`config.mk`:
```
export PLATFORM = sky130hd
export DESIGN_NAME = instr_encoder
export DESIGN_NICKNAME = d
export VERILOG_FILES = /design/src/rtl/instr_encoder.sv
export SDC_FILE = /design/constraint.sdc
export NUM_CORES = 1
export LEC_CHECK = 0
export CAP_MARGIN = 20
export CORE_MARGIN = 1.5
export CORE_UTILIZATION = 30
export CTS_CLUSTER_DIAMETER = 100
export DETAILED_ROUTE_END_ITERATION = 7
export PLACE_DENSITY = 0.53
export SLEW_MARGIN = 20
export SYNTH_ARGS = -nofsm -noshare
export SYNTH_HDL_FRONTEND = slang
export SYNTH_SLANG_ARGS = --single-unit
```
`constraint.sdc`:
```
create_clock -name clk -period 1.74 [get_ports clk]
set_input_delay 0.348 -clock clk [delete_from_list [all_inputs] [get_ports clk]]
set_output_delay 0.348 -clock clk [all_outputs]
set_load 0.02 [all_outputs]
```
`src/rtl/instr_encoder.sv`:
```
// instr_encoder -- program loader for instruction memory.
//
// Packs field-level instruction requests into 32-bit decode-format words and
// writes them to consecutive imem word addresses starting at 0. After the
// beat flagged in_last, PAD_NOPS NOP words are appended so the pipeline
// drains. A one-cycle done pulse then marks the end of the program, and the
// loader rearms at address 0.
//
// Parameters
//   ADDR_W    imem word-address width (capacity 2**ADDR_W words)
//   PAD_NOPS  NOP words appended after the last instruction (0 allowed)
//
// Ports
//   clk, rst        clock, synchronous active-high reset
//   in_valid/ready  request handshake (ready only while loading)
//   in_op/rd/rs/rt  opcode and register fields
//   in_imm          LW/SW offset
//   in_last         final instruction of the program
//   imem_we/addr/wdata  registered imem write port
//   done            one-cycle pulse once program and padding are written
//   err_ovf         sticky: a word was dropped because imem was full
module instr_encoder #(
  parameter int ADDR_W   = 8,
  parameter int PAD_NOPS = 3
) (
  input  logic              clk,
  input  logic              rst,
  input  logic              in_valid,
  output logic              in_ready,
  input  logic [2:0]        in_op,
  input  logic [4:0]        in_rd,
  input  logic [4:0]        in_rs,
  input  logic [4:0]        in_rt,
  input  logic [15:0]       in_imm,
  input  logic              in_last,
  output logic              imem_we,
  output logic [ADDR_W-1:0] imem_addr,
  output logic [31:0]       imem_wdata,
  output logic              done,
  output logic              err_ovf
);

  localparam logic [1:0] S_LOAD = 2'd0;
  localparam logic [1:0] S_PAD  = 2'd1;
  localparam logic [1:0] S_DONE = 2'd2;

  localparam int PAD_W = $clog2(PAD_NOPS + 1) + 1;
  localparam logic [ADDR_W-1:0] LAST_ADDR = '1;

  function automatic logic [31:0] encode(
    input logic [2:0]  op,
    input logic [4:0]  rd,
    input logic [4:0]  rs,
    input logic [4:0]  rt,
    input logic [15:0] imm
  );
    logic [31:0] word;
    case (op)
      3'd1:    word = {6'd2, rs, rt, rd, 5'd10, 6'd32};
      3'd2:    word = {6'd2, rs, rt, rd, 5'd10, 6'd34};
      3'd3:    word = {6'd2, rs, rt, rd, 5'd10, 6'd36};
      3'd4:    word = {6'd2, rs, rt, rd, 5'd10, 6'd37};
      3'd5:    word = {6'd2, rs, rt, rd, 5'd10, 6'd50};
      3'd6:    word = {6'd3, rs, rt, imm};
      3'd7:    word = {6'd4, rs, rt, imm};
      default: word = 32'h0;
    endcase
    return word;
  endfunction

  logic [1:0]        state;
  logic [ADDR_W-1:0] wr_ptr;
  logic              full;
  logic [PAD_W-1:0]  pad_left;

  logic              accept_p0;
  logic              wr_req_p0;
  logic [31:0]       word_p0;

  logic              we_p1;
  logic [ADDR_W-1:0] addr_p1;
  logic [31:0]       wdata_p1;
  logic              ovf;

  assign in_ready = (state == S_LOAD);
  assign done     = (state == S_DONE);

  // Stage p0: handshake and encoding; pad cycles request a NOP write.
  assign accept_p0 = in_valid & in_ready;
  assign wr_req_p0 = accept_p0 | (state == S_PAD);
  assign word_p0   = (state == S_PAD) ? 32'h0
                                      : encode(in_op, in_rd, in_rs, in_rt, in_imm);

  always_ff @(posedge clk) begin
    if (rst) begin
      state    <= S_LOAD;
      wr_ptr   <= '0;
      full     <= 1'b0;
      pad_left <= '0;
      we_p1    <= 1'b0;
      addr_p1  <= '0;
      wdata_p1 <= 32'h0;
      ovf      <= 1'b0;
    end else begin
      // Stage p1: registered imem write. Once the top address has been
      // written the pointer parks there and further words are dropped.
      we_p1 <= 1'b0;
      if (wr_req_p0) begin
        if (full) begin
          ovf <= 1'b1;
        end else begin
          we_p1    <= 1'b1;
          addr_p1  <= wr_ptr;
          wdata_p1 <= word_p0;
          if (wr_ptr == LAST_ADDR) full <= 1'b1;
          else                     wr_ptr <= wr_ptr + ADDR_W'(1);
        end
      end

      case (state)
        S_LOAD: begin
          if (accept_p0 && in_last) begin
            if (PAD_NOPS == 0) begin
              state <= S_DONE;
            end else begin
              state    <= S_PAD;
              pad_left <= PAD_W'(PAD_NOPS);
            end
          end
        end
        S_PAD: begin
          pad_left <= pad_left - PAD_W'(1);
          if (pad_left == PAD_W'(1)) state <= S_DONE;
        end
        S_DONE: begin
          state  <= S_LOAD;
          wr_ptr <= '0;
          full   <= 1'b0;
        end
        default: state <= S_LOAD;
      endcase
    end
  end

  assign imem_we    = we_p1;
  assign imem_addr  = addr_p1;
  assign imem_wdata = wdata_p1;
  assign err_ovf    = ovf;

endmodule

```
==> results of run 1 <==
[metal layers]
metal,global-route usage (%),up-vias
met5,0,-
met2,22.6,48
met3,2.93,5
met4,4.56,0
met1,19.5,944
li1,-,1040
[placed cells by master (no fill, tap or decap), types with 2 or more instances in the layout]
cell type | netlist | routed
mux2_2 | 8 | 8
clkdlybuf4s50_1 | 0 | 75
or3_1 | 3 | 3
clkbuf_8 | 0 | 5
o21ai_0 | 6 | 6
nor3_1 | 5 | 5
a21oi_1 | 20 | 20
and3_1 | 4 | 4
conb_1 | 1 | 3
a22oi_1 | 12 | 12
a22oi_2 | 10 | 10
inv_1 | 5 | 5
o211ai_1 | 2 | 2
a211oi_1 | 2 | 2
buf_12 | 0 | 2
dlygate4sd2_1 | 0 | 2
nand2_1 | 34 | 34
dfxtp_1 | 53 | 52
xnor2_1 | 2 | 2
buf_4 | 6 | 19
ha_1 | 3 | 3
nor2_1 | 21 | 21
nand2b_1 | 2 | 2
nand3_1 | 5 | 5
nand4_1 | 3 | 3
bufinv_16 | 0 | 2
nor2_2 | 11 | 11
[worst paths after layout]
kind              cells past startpoint            from  slack [ps]              to
hold reg to reg                       2   imem_wdata[0]         460   imem_wdata[0]
setup / recovery                      1  imem_wdata[17]         110  imem_wdata[17]
setup reg to reg                      4        state[0]         170       wr_ptr[7]
hold / removal                        2             rst         370        state[0]
[final cells by class]
cell class	count	area (um2)
Fill cell	701	3940
Multi-Input combinational cell	173	1130
Sequential cell	53	1060
Timing Repair Buffer	99	956
Tap cell	99	124
Clock buffer	5	68.8
Clock inverter	3	65.1
Inverter	6	22.5
[report_power, final]
group          switching (mW)  internal, mW  leakage [nW]
registers              0.0372          1.27         0.433
clock network           0.397         0.572        0.0681
logic                   0.270         0.287         0.789
total                   0.705          2.13          1.29
[state kept, by name, summed over array words and instances, names as in the netlist]
name and flops:
err_ovf 1, full 1, imem_addr 8, imem_wdata 29
imem_we 1, pad_left 3, state 2, wr_ptr 8
[cells by family after synthesis]
kind of cell               count (synthesis)  synth area share (%)
adders and majority gates                  3                  1.62
AOI/OAI and AO/OA                         61                  21.1
other                                      1                 0.161
xor gates and xnor gates                   3                  1.13
DFF                                       53                  45.7
muxes                                      9                  4.31
and+or+nand+nor                           94                  20.0
buffers and inverters                     25                  6.03
[metrics by stage]
stage	total power [mW]	TNS [ps]
3_5_place_dp	1.90	-3410
2_1_floorplan	1.64	0
6_report	2.83	0
5_1_grt	2.98	0
3_3_place_gp	1.90	-2450
4_1_cts	2.88	0
==> results.json, run 1 <==
{
  "synth_cell_types": 45,
  "synthToLayoutAreaGrowth_pct": 47.6,
  "cts_hold_buf": 0,
  "wl_met3_um": 206,
  "min_period_ps": 1630,
  "cp.arrival_ps": 1280,
  "grt_remaining_overflow": 0,
  "synth_top_area_cell": "dfxtp_1",
  "cts_root_buffer": "clkbuf_8",
  "cts_setup_buffers": 0,
  "die-area_mm2": 0.00828,
  "cts_buffers": 5,
  "ys_top_cells_by_count": "dfxtp_1 (53), nand2_1 (34), nor2_1 (21)",
  "cp_num_buf_inv": 1,
  "drt_iter0_drc": 84,
  "place.gp.congestion": 0.812,
  "start_kind": "flip-flop",
  "fin_hold_ws_ps": 369,
  "netlist_top_cells_area": "dfxtp_1 (46%), nand2_1 (5.5%), a22oi_2 (5.4%)",
  "cap_violations": 0,
  "top_layer_used": "met4",
  "rsz0062_at_grt": "no",
  "vias_per_cell": 4.65,
  "dr_wl_met2_um": 2820,
  "layout.cells.non_filler": 438,
  "cts_resized": 3,
  "grt_max_degree": 28,
  "worstPathRequired_ps": 1390,
  "cts_tree": "done",
  "post-route-period-util_pct": 93.8,
  "routed-via-count": 2037,
  "ys_ff_latch": 53,
  "wl_met1_um": 2750,
  "syn_inst": 249,
  "final_nets": 379,
  "fmax_ghz": 0.613,
  "synth.top_cell.area_share_pct": 45.7,
  "crit_slowest_cell": "clkdlybuf4s50_1",
  "seq_area_frac_synth_pct": 45.7,
  "placedInstanceArea_mm2": 0.00329,
  "crit_chain": "clkdlybuf4s50_1",
  "grt_pass1_wl_um": 9650,
  "clk_pin_slew_ps": 90,
  "grtUsageTotal_pct": 14.3,
  "avgRoutedWirePerCell_um": 13.3,
  "row_count": 31,
  "grt_antenna_before_repair": 0,
  "wl_um": 5830,
  "fin_util_pct": 46.5,
  "stdcell_area_mm2": 0.00343,
  "avgSynthCellArea_um2": 9.33,
  "netlist_area_mm2": 0.00232,
  "crit_path_max_incr_delay_ps": 620,
  "synth_edf_count": 0,
  "yosys.cell_count.top_type": "dfxtp_1",
  "io_buffers": 78,
  "cts_sinks": 53,
  "post-place-ws_ps": -175,
  "diodes": 0,
  "fin_ws_ps": 108,
  "htreeDepth": 2,
  "ir_worst_vdd_uv": 460,
  "powerDensity_mw_per_mm2": 827,
  "crit_type": "flip-flop to output pin",
  "synth_top_flop_cell": "dfxtp_1",
  "die_w_um": 91.0,
  "crit_family": "buffers and inverters",
  "cts_buffer_depth": 2,
  "crit_fanout": 2,
  "cp-end-kind": "output pin",
  "top_level_ports": 82,
  "clk_latency_ps": 300,
  "dr.pass1.iters": 4,
  "hold_viol": 0,
  "leakagePower_nw": 1.29,
  "fp.coreArea_mm2": 0.00737,
  "hp-class": "input pin to flip-flop",
  "status": "finished clean",
  "final_layout_size_suffix_gt1_share_pct": 20.6,
  "dp_hpwl_um": 4410,
  "ant_nets": 0,
  "grt_pass1_vias": 1971,
  "skew_ps": 9.87,
  "drcViolationCount": 0,
  "initial_core_util_pct": 31.5,
  "setup_viol": 0,
  "die_y_um": 91.0,
  "yosysWarningCount": 0,
  "post-place-cells": 430,
  "async_flop_share_pct": 0,
  "slew_viol_final": 0
}
Power figures use the tool's default switching activity.
==> inputs of run 2 (changes only) <==
Settings changed: PLACE_DENSITY 0.53 to 0.55.
Clock period 1.74 ns to 1.5 ns, I/O delays scaled along.
==> run 2 against run 1 <==
Compared with the run above:
- critical path depth is 4 higher
- setup slack worse by 47 ps
- combinational power is 11% higher
==> results.json, run 2 (same netlist as run 1, synthesis figures left out) <==
{
  "grt_remaining_overflow": 0,
  "final_common_cell": "dfxtp_1",
  "p_total_mw": 3.29,
  "cp-end-kind": "flip-flop",
  "clkPwrFrac_pct": 35.0,
  "crit_type": "flip-flop to flip-flop",
  "final_nets": 386,
  "setup_viol": 0,
  "cp.arrival_ps": 1650,
  "power_frac_comb_pct": 18.8,
  "crit_chain": "ha_4 -> nand3_4 -> o311ai_4 -> nor4_2 -> mux2_2",
  "initial_core_util_pct": 31.5,
  "min_period_ps": 1440,
  "p_sw_share_pct": 25.8,
  "fin_util_pct": 46.9,
  "p_seq_share_pct": 46.2,
  "die-area_mm2": 0.00828,
  "start_kind": "flip-flop",
  "cts_sinks": 53,
  "cts_hold_buf": 0,
  "post-route-period-util_pct": 95.9,
  "grt_antenna_before_repair": 0,
  "final_layout_size_suffix_gt1_share_pct": 24.3,
  "fin_ws_ps": 61.3,
  "dr.pass1.iters": 4,
  "p_int_mw": 2.44,
  "routed-via-count": 2051,
  "worstPathRequired_ps": 1710,
  "rsz0062_at_grt": "yes",
  "leakagePower_nw": 1.49,
  "wl_um": 5910,
  "drt_iter0_drc": 100,
  "post-place-ws_ps": -357,
  "skew_ps": 5.30,
  "top_level_ports": 82,
  "grt_pass1_vias": 2034,
  "clk_pin_slew_ps": 100,
  "fp.coreArea_mm2": 0.00737,
  "drcViolationCount": 0,
  "slew_viol_final": 0,
  "grt_pass1_wl_um": 9920,
  "synthToLayoutAreaGrowth_pct": 48.9,
  "vias_per_cell": 4.61,
  "row_count": 31,
  "mostFrequentLayoutCells": "dfxtp_1 (49), dlygate4sd2_1 (40), clkdlybuf4s50_1 (35), nand2_1 (34), buf_4 (27)",
  "ir_worst_vdd_uv": 416,
  "hp-class": "input pin to flip-flop",
  "dp_hpwl_um": 4430,
  "cts_buffers": 5,
  "die_w_um": 91.0,
  "grt_max_degree": 39,
  "cap_violations": 0,
  "die_y_um": 91.0,
  "io_buffers": 78,
  "fillCellCount": 775,
  "crit_slowest_cell": "dfxtp_2",
  "avgRoutedWirePerCell_um": 13.3,
  "status": "finished clean",
  "cts_buffer_depth": 2,
  "fin_hold_ws_ps": 320,
  "cts_root_buffer": "clkbuf_8",
  "grtUsageTotal_pct": 14.8,
  "crit_path_max_incr_delay_ps": 360,
  "place.gp.congestion": 0.775,
  "diodes": 0,
  "ant_nets": 0,
  "cts_tree": "done",
  "clk_latency_ps": 310,
  "fmax_ghz": 0.695,
  "powerDensity_mw_per_mm2": 952,
  "largest_reg_flops": 29,
  "layout.cells.non_filler": 445,
  "htreeDepth": 2,
  "cts_setup_buffers": 0,
  "switchingPower_mw": 0.850,
  "post-place-cells": 437,
  "crit_fanout": 4,
  "hold_viol": 0
}
-- run 2: final cells by class --
class                      instances  area (um2)  area share (%)
sequential                        53        1070            30.9
timing repair buffer             106         945            27.3
multi-input combinational        173        1160            33.7
clock buffer                       5        68.8            1.99
clock inverter                     3        65.1            1.88
tap                               99         124            3.58
inverter                           6        22.5           0.651
-- run 2: worst paths after layout --
kind	from	to	slack, ps	cells past startpoint
worst max-delay path	wr_ptr[1]	wr_ptr[7]	60	5
worst min-delay path	rst	wr_ptr[2]	320	3
worst max register to register	wr_ptr[1]	wr_ptr[7]	60	5
worst min register to register	imem_addr[5]	imem_addr[5]	460	2
-- run 2: metrics by stage --
step                      setup TNS, ps  cell area [um2]
final                                 0             3460
after global routing              -10.6             3460
after CTS                             0             3440
after detailed placement         -11130             3340
after global placement           -10360             3340
after floorplan                       0             2330
-- run 2: power by group through the flow --
| stage | Sequential, mW | Combinational [mW] | Clock [mW] |
|---|---|---|---|
| 2_1_floorplan | 1.61 | 0.292 | 0 |
| 3_3_place_gp | 1.55 | 0.652 | 0 |
| 3_5_place_dp | 1.55 | 0.657 | 0 |
| 4_1_cts | 1.52 | 0.626 | 1.18 |
| 5_1_grt | 1.53 | 0.679 | 1.24 |
| 6_report | 1.52 | 0.618 | 1.15 |
-- run 2: routing by layer --
layer	up-vias	share of wire, %	global-route usage, %
li1	1057	-	-
met1	943	44	17.9
met2	46	51	26.0
met3	5	4.3	3.52
met4	0	0.69	4.30
met5	-	0	0
-- run 2: what timing repair did --
action,in CTS,in global routing
hold endpoints to repair,0,0
endpoints found under the setup margin,45,11
pin swaps,0,4
resized for setup,49,9
-- run 2: worst max-delay path, delay by kind of cell (launching register included) --
kind	cells	cell delay, ps
flip-flops	1	360
AO/OA/AOI/OAI	1	360
multiplexers	1	280
AND/OR/NAND/NOR	2	170
adder cells (fa/ha/maj)	1	160
==> inputs of run 3 (changes only) <==
Settings changed: PLACE_DENSITY 0.55 to 0.53.
Clock period 1.5 ns to 1.4 ns, I/O delays scaled along.
==> run 3 against run 2 <==
Compared with the run above:
- the flow now finishes with violations (setup timing)
- maximum frequency grew 2.2%
- final cell count grew 2.2%
- highest routed layer unchanged
- clock-buffer cell count grew 1
- utilization grew 2.1 points
==> results.json, run 3 (same netlist as run 1, synthesis figures left out) <==
{
  "grt_pass1_vias": 2009,
  "fmax_ghz": 0.710,
  "leakagePower_nw": 1.56,
  "grt_remaining_overflow": 0,
  "start_kind": "flip-flop",
  "io_buffers": 78,
  "crit_fanout": 5,
  "avgRoutedWirePerCell_um": 14.2,
  "mostFrequentLayoutCells": "dfxtp_1 (48), dlygate4sd2_1 (40), nand2_1 (33), clkdlybuf4s50_1 (32), buf_4 (31)",
  "seq_area_mm2": 0.00107,
  "clk_latency_ps": 310,
  "row_count": 31,
  "violations": "setup timing",
  "hp-class": "input pin to flip-flop",
  "htreeDepth": 2,
  "fin_ws_ps": -8.21,
  "final_common_cell": "dfxtp_1",
  "multi_input_area_mm2": 0.00123,
  "status": "finished, violations left",
  "wl_um": 6460,
  "cts_sinks": 53,
  "vias_per_cell": 4.67,
  "hold_viol": 0,
  "fillCellCount": 738,
  "min_period_ps": 1410,
  "worstPathRequired_ps": 1650,
  "slew_viol_final": 0,
  "cts_buffer_depth": 2,
  "skew_ps": 5.04,
  "fin_util_pct": 49.0,
  "synthToLayoutAreaGrowth_pct": 55.5,
  "initial_core_util_pct": 31.5,
  "die_y_um": 91.0,
  "setup_viol": 1,
  "cp-end-kind": "flip-flop",
  "routed-via-count": 2127,
  "dp_hpwl_um": 4610,
  "grt_max_degree": 29,
  "powerDensity_mw_per_mm2": 900,
  "ant_nets": 0,
  "cts_root_buffer": "clkbuf_8",
  "post-route-period-util_pct": 101,
  "cts_buffers": 5,
  "ir_worst_vdd_uv": 384,
  "crit_type": "flip-flop to flip-flop",
  "cp.arrival_ps": 1660,
  "grt_antenna_before_repair": 0,
  "tns_ps": -8.21,
  "drcViolationCount": 0,
  "top_level_ports": 82,
  "cap_violations": 0,
  "drt_iter0_drc": 50,
  "rsz0062_at_grt": "yes",
  "die_w_um": 91.0,
  "grt_pass1_wl_um": 10100,
  "grtUsageTotal_pct": 15.1,
  "die-area_mm2": 0.00828,
  "place.gp.congestion": 0.769,
  "dr.pass1.iters": 4,
  "final_layout_size_suffix_gt1_share_pct": 29.8,
  "largest_reg_flops": 29,
  "fp.coreArea_mm2": 0.00737,
  "clk_pin_slew_ps": 100,
  "final_nets": 396,
  "cts_tree": "done",
  "diodes": 0
}
==> run 3: changes by cell type in the layout (fill, tap and decap cells not counted), moves of 3 or more <==
cell / change
o21ai_2: +3
clkdlybuf4s50_1: -3
buf_6: +3
buf_4: +4
dlymetal6s2s_1: +3
and3_1: -3
==> run 3: where the power goes <==
group | switching (mW) | internal [mW] | total, mW
Combinational | 0.371 | 0.377 | 0.747
Clock | 0.519 | 0.354 | 0.873
Sequential | 0.0492 | 1.58 | 1.63
Total | 0.939 | 2.31 | 3.25
==> run 3: cell type report <==
class                   count  area share [%]
clock buffers               6            2.01
clock inverters             2           0.416
inverters                   6           0.624
multi-input cells         173            34.0
flip-flops and latches     53            29.6
well taps                  99            3.43
repair buffers            116            29.9
==> run 3: path summary, 6_finish.rpt <==
check / start / end / slack (ps) / cells past startpoint
max: state[1] / wr_ptr[3] / -8 / 5
max reg2reg: state[1] / wr_ptr[3] / -8 / 5
min reg2reg: imem_addr[5] / imem_addr[5] / 460 / 2
min: rst / imem_addr[2] / 200 / 2
==> run 3: what timing repair did <==
action | in CTS | in global routing
pin swaps | 3 | 3
hold buffers | 0 | 0
endpoints found under the hold margin | 0 | 0
endpoints found under the setup margin | 85 | 36
setup buffers | 1 | 2
resized for setup | 63 | 19
cloned | 0 | 2
==> run 3: through the flow <==
step	instance area, um2	total power, mW	instances	worst slack (ps)	hold slack (ps)
finish	3610	3.25	455	-8.21	203
global route	3610	3.42	455	-44.7	203
floorplan	2340	2.04	251	-57.3	414
CTS	3480	3.25	451	-50.7	192
detailed placement	3390	2.38	442	-429	447
global placement	3390	2.38	442	-413	439
==> run 3: worst max-delay path, cell delays in order (launching register included) <==
cell	delay [ps]
dfxtp_2	350
o21ba_2	280
o311ai_4	120
buf_4	160
or3_1	300
a21oi_1	130
==> run 3: layer usage <==
| metal | vias up | routed length (um) | part of all wire [%] | track usage [%] |
|---|---|---|---|---|
| met5 | - | 0 | 0 | 0 |
| met2 | 49 | 3100 | 48 | 24.8 |
| met4 | 0 | 85 | 1.3 | 5.08 |
| li1 | 1081 | - | - | - |
| met3 | 7 | 248 | 3.8 | 2.93 |
| met1 | 990 | 3030 | 47 | 19.8 |
